**src/rtl/vdp_super_pixel_fetch.sv**
```systemverilog
`default_nettype none
// ============================================================================
// Module   : vdp_super_pixel_fetch
// Brief    : SDRAM word fetcher and pixel unpacker for the VDP super modes,
//            with horizontal/vertical doubling and line-buffer replay.
// Revision : 1.0 - initial release
// ============================================================================
module vdp_super_pixel_fetch #(
  parameter int ADDR_W    = 17,
  parameter int BUF_DEPTH = 360
) (
  input  logic              clk,
  input  logic              reset,
  input  logic              enable,
  input  logic              frame_start,
  input  logic              line_start,
  input  logic              visible,
  input  logic [1:0]        bpp_mode,
  input  logic              h_double,
  input  logic              v_double,
  input  logic [ADDR_W-1:0] base_addr,
  input  logic [5:0]        palette_bank,
  input  logic [7:0]        border_index,
  input  logic              disp_on,
  output logic              vram_req,
  output logic [ADDR_W-1:0] vram_addr,
  input  logic              vram_ack,
  input  logic [31:0]       vram_data,
  output logic [7:0]        palette_addr,
  output logic              pixel_valid,
  output logic              underrun
);

  localparam int                 c_PTR_W    = $clog2(BUF_DEPTH + 1);
  localparam logic [c_PTR_W-1:0] c_DEPTH    = c_PTR_W'(BUF_DEPTH);
  localparam logic [c_PTR_W-1:0] c_PTR_ONE  = {{(c_PTR_W-1){1'b0}}, 1'b1};
  localparam logic [ADDR_W-1:0]  c_ADDR_ONE = {{(ADDR_W-1){1'b0}}, 1'b1};

  typedef enum logic [1:0] {
    S_IDLE     = 2'd0,
    S_PREFETCH = 2'd1,
    S_ACTIVE   = 2'd2,
    S_REPLAY   = 2'd3
  } state_t;

  state_t r_state;
  state_t w_state_nxt;

  logic [ADDR_W-1:0]  r_vram_addr;
  logic [ADDR_W-1:0]  r_line_addr;
  logic               r_odd_line;
  logic               r_underrun;
  logic               r_drain;
  logic               r_vis_d;
  logic               r_phase;
  logic [31:0]        r_fifo [2];
  logic               r_wr_ptr;
  logic               r_rd_ptr;
  logic [1:0]         r_count;
  logic [3:0]         r_sub;
  logic [c_PTR_W-1:0] r_wptr;
  logic [c_PTR_W-1:0] r_rptr;
  logic [7:0]         r_line_buf [BUF_DEPTH];
  logic [7:0]         r_pal;
  logic               r_valid;

  logic        w_rst;
  logic        w_odd_eff;
  logic        w_line_src;
  logic        w_line_rep;
  logic        w_fetch_st;
  logic        w_src_end;
  logic        w_src;
  logic        w_rep;
  logic        w_empty;
  logic        w_step;
  logic        w_adv;
  logic        w_last;
  logic        w_pop;
  logic        w_push;
  logic [3:0]  w_last_idx;
  logic [7:0]  w_pix;
  logic [31:0] w_head;

  assign w_rst      = reset || !enable;
  // frame_start is applied before a coincident line_start
  assign w_odd_eff  = frame_start ? 1'b0 : r_odd_line;
  assign w_line_src = line_start && (!v_double || !w_odd_eff);
  assign w_line_rep = line_start && v_double && w_odd_eff;
  assign w_fetch_st = (r_state == S_PREFETCH) || (r_state == S_ACTIVE);
  assign w_src_end  = (r_state == S_ACTIVE) && !visible;
  assign w_src      = w_fetch_st && visible;
  assign w_rep      = (r_state == S_REPLAY) && visible;
  assign w_empty    = (r_count == 2'd0);
  assign w_step     = !h_double || r_phase;
  assign w_adv      = w_src && !w_empty && w_step;
  assign w_last     = (r_sub >= w_last_idx);
  assign w_pop      = w_adv && w_last;
  assign w_push     = vram_ack && vram_req && w_fetch_st && !w_src_end && !r_drain;
  assign w_head     = r_fifo[r_rd_ptr];

  always_comb begin
    w_last_idx = 4'd3;
    w_pix      = w_head[{r_sub[1:0], 3'b000} +: 8];
    case (bpp_mode)
      2'd1: begin
        w_last_idx = 4'd7;
        w_pix      = {palette_bank[3:0], w_head[{r_sub[2:0], 2'b00} +: 4]};
      end
      2'd2: begin
        w_last_idx = 4'd15;
        w_pix      = {palette_bank, w_head[{r_sub, 1'b0} +: 2]};
      end
      default: ;
    endcase
  end

  always_ff @(posedge clk) begin
    if (w_rst) begin
      r_state <= S_IDLE;
    end else begin
      r_state <= w_state_nxt;
    end
  end

  always_comb begin
    w_state_nxt = r_state;
    vram_req    = r_drain || (w_fetch_st && (r_count != 2'd2));
    if (w_line_src) begin
      w_state_nxt = S_PREFETCH;
    end else if (w_line_rep) begin
      w_state_nxt = S_REPLAY;
    end else begin
      case (r_state)
        S_PREFETCH: if (visible)              w_state_nxt = S_ACTIVE;
        S_ACTIVE:   if (!visible)             w_state_nxt = S_IDLE;
        S_REPLAY:   if (r_vis_d && !visible)  w_state_nxt = S_IDLE;
        default: ;
      endcase
    end
  end

  always_ff @(posedge clk) begin
    if (w_rst) begin
      r_vram_addr <= '0;
      r_line_addr <= '0;
      r_odd_line  <= 1'b0;
      r_underrun  <= 1'b0;
      r_drain     <= 1'b0;
      r_vis_d     <= 1'b0;
      r_phase     <= 1'b0;
      r_wr_ptr    <= 1'b0;
      r_rd_ptr    <= 1'b0;
      r_count     <= 2'd0;
      r_sub       <= 4'd0;
      r_wptr      <= '0;
      r_rptr      <= '0;
    end else begin
      r_vis_d <= visible;

      if (w_src && w_empty) r_underrun <= 1'b1;
      if (frame_start) begin
        r_line_addr <= base_addr;
        r_underrun  <= 1'b0;
      end else if (w_src_end) begin
        // restart the next source line at the oldest word not yet consumed
        r_line_addr <= r_vram_addr - {{(ADDR_W-2){1'b0}}, r_count};
      end

      if (v_double && line_start) r_odd_line <= !w_odd_eff;
      else if (frame_start || !v_double) r_odd_line <= 1'b0;

      if (w_line_src || w_line_rep) r_drain <= 1'b0;
      else if (w_src_end && vram_req && !vram_ack) r_drain <= 1'b1;
      else if (vram_ack) r_drain <= 1'b0;

      if (!visible) r_phase <= 1'b0;
      else if (w_rep || (w_src && !w_empty)) r_phase <= !r_phase;

      if (w_line_src) begin
        r_vram_addr <= frame_start ? base_addr : r_line_addr;
        r_wr_ptr    <= 1'b0;
        r_rd_ptr    <= 1'b0;
        r_count     <= 2'd0;
        r_sub       <= 4'd0;
        r_wptr      <= '0;
      end else begin
        if (w_push) begin
          r_vram_addr <= r_vram_addr + c_ADDR_ONE;
          r_wr_ptr    <= !r_wr_ptr;
        end
        if (w_adv) r_sub <= w_last ? 4'd0 : r_sub + 4'd1;
        if (w_pop) r_rd_ptr <= !r_rd_ptr;
        r_count <= r_count + {1'b0, w_push} - {1'b0, w_pop};
        if (w_adv && (r_wptr < c_DEPTH)) r_wptr <= r_wptr + c_PTR_ONE;
      end

      if (w_line_rep) r_rptr <= '0;
      else if (w_rep && w_step && (r_rptr < c_DEPTH)) r_rptr <= r_rptr + c_PTR_ONE;
    end
  end

  always_ff @(posedge clk) begin
    if (!w_rst && !w_line_src && w_push) r_fifo[r_wr_ptr] <= vram_data;
  end

  always_ff @(posedge clk) begin
    if (!w_rst && !w_line_src && w_adv && (r_wptr < c_DEPTH)) r_line_buf[r_wptr] <= w_pix;
  end

  always_ff @(posedge clk) begin
    if (w_rst) begin
      r_pal   <= 8'h00;
      r_valid <= 1'b0;
    end else if (w_src) begin
      if (w_empty) begin
        r_pal   <= border_index;
        r_valid <= 1'b0;
      end else begin
        r_pal   <= disp_on ? w_pix : 8'h00;
        r_valid <= 1'b1;
      end
    end else if (w_rep && (r_rptr < c_DEPTH)) begin
      r_pal   <= disp_on ? r_line_buf[r_rptr] : 8'h00;
      r_valid <= 1'b1;
    end else begin
      r_pal   <= border_index;
      r_valid <= 1'b0;
    end
  end

  assign vram_addr    = r_vram_addr;
  assign palette_addr = r_pal;
  assign pixel_valid  = r_valid;
  assign underrun     = r_underrun;

endmodule
`default_nettype wire

```
**config.mk**
```make
export PLATFORM = sky130hd
export DESIGN_NAME = vdp_super_pixel_fetch
export DESIGN_NICKNAME = d
export VERILOG_FILES = /design/src/rtl/vdp_super_pixel_fetch.sv
export SDC_FILE = /design/constraint.sdc
export NUM_CORES = 2
export LEC_CHECK = 0
export BUFFER_PORTS_ARGS = -buffer_cell sky130_fd_sc_hd__buf_2
export CELL_PAD_IN_SITES_DETAIL_PLACEMENT = 1
export CELL_PAD_IN_SITES_GLOBAL_PLACEMENT = 2
export CORE_MARGIN = 4
export CORE_UTILIZATION = 50
export CTS_CLUSTER_SIZE = 25
export DETAILED_ROUTE_END_ITERATION = 10
export PLACE_DENSITY_LB_ADDON = 0.25
export SYNTH_ARGS = -nofsm -noshare
export SYNTH_HDL_FRONTEND = slang
export SYNTH_SLANG_ARGS = --single-unit
```
**constraint.sdc**
```tcl
create_clock -name clk -period 31.2 [get_ports clk]
set_input_delay 6.24 -clock clk [delete_from_list [all_inputs] [get_ports clk]]
set_output_delay 6.24 -clock clk [all_outputs]
set_load 0.01 [all_outputs]
```
==> impl_metrics.env <==
export IMPL_grt_first_pass_wirelength_mm=517
export IMPL_dieArea_mm2=0.247
export IMPL_cts_resized=0
export IMPL_synth_top_family_by_area="multiplexers"
export IMPL_crit_type="in2reg"
export IMPL_drc=0
export IMPL_cts_setup_buffers=0
export IMPL_slowest_stage="ha_1"
export IMPL_post_route_period_util=0.339
export IMPL_max_stage_delay_ns=0.89
export IMPL_p_per_area_mw_per_mm2=63.3
export IMPL_yosysUniqueCellTypes=75
export IMPL_skew_ns=0.0513
export IMPL_gp_congestion=0.878
export IMPL_core_area_mm2=0.238
export IMPL_grt_setup_unrepaired="false"
export IMPL_synth_xor_xnor_area_share=0.00337
export IMPL_grt_antenna_before_repair=19
export IMPL_drv_cap=1
export IMPL_cts_tree="built"
export IMPL_ioPinCount=103
export IMPL_cts_htree_levels=5
export IMPL_async_reset_ff_frac=0
export IMPL_ys_warnings_count=0
export IMPL_start_util=0.502
export IMPL_synth_compound_area_frac=0.0275
export IMPL_period_needed_ns=10.57
export IMPL_gr_usage_all_layers=0.297
export IMPL_layout_commonest_cell="edfxtp_1"
export IMPL_avgSynthCellArea_um2=20.2
export IMPL_startpoint_type="input port"
export IMPL_slew_headroom=-0.0138
export IMPL_synth_ff_latch_count=3030
export IMPL_p_leak_uw=0.0400
export IMPL_yosys_mux_area_fraction=0.161
export IMPL_ant_nets=0
export IMPL_wl_per_cell_um=38.5
export IMPL_ctsRootBufferMaster="clkbuf_16"
export IMPL_drt_initial_drc_count=8540
export IMPL_postCtsHoldBufs=0
export IMPL_cp_required_ns=31.80
export IMPL_end_kind="register"
export IMPL_path_common_cell="buf_4"
export IMPL_synth_edf_count=2944
export IMPL_overflow=0
export IMPL_clock_latency_ns=0.95
export IMPL_fmax_ghz=0.0946
export IMPL_outcome="finished with violations"
export IMPL_postLayoutCoreUtil=0.563
export IMPL_cp_max_fo=162
export IMPL_yosysSeqAreaShare=0.754
export IMPL_portBuffers=102
export IMPL_grt_pass1_vias=64300
export IMPL_hold_viol=0
export IMPL_multi_input_area_mm2=0.0277
export IMPL_syn_inst=5910
export IMPL_cts_sinks=3030
export IMPL_cp_cell_sequence="buf_2 -> inv_1 -> ha_1 -> a31oi_1 -> o21ai_0 -> a21boi_4 -> buf_12 -> buf_4 -> buf_4 -> buf_4"
export IMPL_hold_path_class="reg2reg"
export IMPL_violations="max-capacitance violations, max-slew violations"
export IMPL_viasPerCell=6.63
export IMPL_final_cell_mix="edfxtp_1, mux4_2, nor2_1, clkbuf_16, mux2i_1"
export IMPL_clk_transition_reported_paths_ns=0.06
export IMPL_vias=63400
export IMPL_final_setup_tns_ns=0
export IMPL_synth_fa_ha_area_frac=0.00205
export IMPL_die_w_um=497
export IMPL_syn_cell_area_mm2=0.119
export IMPL_worst_pin_slew_ns=1.48
export IMPL_drt_pass1_iter_count=6
export IMPL_crit_family="buffers and inverters"
export IMPL_ir_drop_uv=46.4
export IMPL_grt_max_degree=168
export IMPL_num_nets_final=6239
export IMPL_syn_nets=6004
export IMPL_seq_area_mm2=0.0901
export IMPL_n_fill_cell=20400
export IMPL_crit_arrival_ns=11.17
export IMPL_post_dp_hpwl_mm=228
export IMPL_synth_top_flop_cell="edfxtp_1"
export IMPL_worst_path_buf_inv=6
export IMPL_area_growth_pct=12.0
export IMPL_cts_buffer_depth=4
export IMPL_drive_gt1_frac=0.240
export IMPL_finalHoldWorstSlack_ns=0.525
export IMPL_cts_buffers=325
export IMPL_setup_viol=0
export IMPL_synth_simple_area_share=0.0347
export IMPL_die_y_um=497
export IMPL_core_rowCount=179
export IMPL_slew_violations=1
export IMPL_wl_mm=368
export IMPL_rrSetupSlack_ns=24.86
## routing by layer
metal,share of wire,up-vias,GRT usage
met5,0.00026,-,0.000386
met4,0.044,14,0.112
met3,0.091,703,0.0618
met2,0.48,3654,0.471
met1,0.39,34100,0.412
li1,-,24900,-
## report_power, final
group	switching, uW	internal (uW)
Combinational	190	23.7
Sequential	3.33	4550
Clock	1550	2160
Total	1750	6730
## cell type report
type | count | share of cell area
inverter | 29 | 0.000851
sequential | 3030 | 0.674
antenna | 7 | 0.000131
tap | 3167 | 0.0296
clock buffer | 398 | 0.0644
timing repair buffer | 260 | 0.0139
clock inverter | 167 | 0.0109
multi-input combinational | 2499 | 0.207
## cell usage after synthesis, types with 29 or more instances
cell type | count | share of area
o21ai_0 | 92 | 0.0039
nand3_1 | 94 | 0.0039
buf_4 | 43 | 0.0027
buf_2 | 83 | 0.0035
nor2b_1 | 29 | 0.0015
nor2_1 | 491 | 0.015
buf_1 | 36 | 0.0011
a211oi_1 | 35 | 0.0022
o22ai_1 | 44 | 0.0023
dfxtp_1 | 86 | 0.014
a21oi_1 | 106 | 0.0044
buf_6 | 33 | 0.0031
edfxtp_1 | 2944 | 0.74
nor3_1 | 35 | 0.0015
a221oi_1 | 33 | 0.0024
mux2i_1 | 246 | 0.021
mux4_2 | 737 | 0.14
nand2_1 | 169 | 0.0053
a22oi_1 | 59 | 0.0037
clkbuf_1 | 153 | 0.0048
## path summary, 6_finish.rpt
| kind | start | to | depth (start not counted) |
|---|---|---|---|
| setup / recovery | bpp_mode[0] | r_line_buf[46][1] | 10 |
| hold / removal | r_rptr[8] | r_rptr[8] | 2 |
| hold reg to reg | r_rptr[8] | r_rptr[8] | 2 |
| setup reg to reg | register | palette_addr[2] | 10 |
## worst register-to-register path: stages, from the launching register on
cell,delay (ns)
dfxtp_4,0.85
buf_4,0.82
buf_4,0.67
buf_4,0.80
mux4_2,0.69
mux4_2,0.48
a211oi_1,0.92
nor4_1,0.11
buf_4,0.21
o31ai_1,0.58
a21oi_1,0.07
## stage by stage
| step | setup slack, ns | cells | power [uW] | instance area [um2] |
|---|---|---|---|---|
| after floorplan | 6.78 | 5910 | 4810 | 119000 |
| after CTS | 20.82 | 9550 | 8520 | 134000 |
| after global placement | 19.90 | 8985 | 4850 | 124000 |
| after global routing | 20.52 | 9552 | 8710 | 134000 |
| final | 20.63 | 9557 | 8480 | 134000 |
| after detailed placement | 19.82 | 8985 | 4860 | 124000 |
## cells by family (layout without fill, tap and decap cells)
family,Yosys count,in the layout
buffers and inverters,381,854
AND/OR/NAND/NOR,941,941
other,0,7
flip-flops,3030,3030
adder cells (fa/ha/maj),19,19
multiplexers,1002,1002
AO/OA/AOI/OAI,491,491
XOR/XNOR,46,46
## state kept, by name, indices dropped and copies added (netlist names), named ones only
register      count
palette_addr      8
pixel_valid       1
r_count           2
r_drain           1
r_fifo           64
r_line_addr      17
r_line_buf     2880
r_odd_line        1
r_phase           1
r_rd_ptr          1
r_rptr            9
r_state           2
r_sub             4
r_vis_d           1
r_wptr            9
r_wr_ptr          1
underrun          1
vram_addr        17
Note: power is estimated with default switching activity, not from simulation.
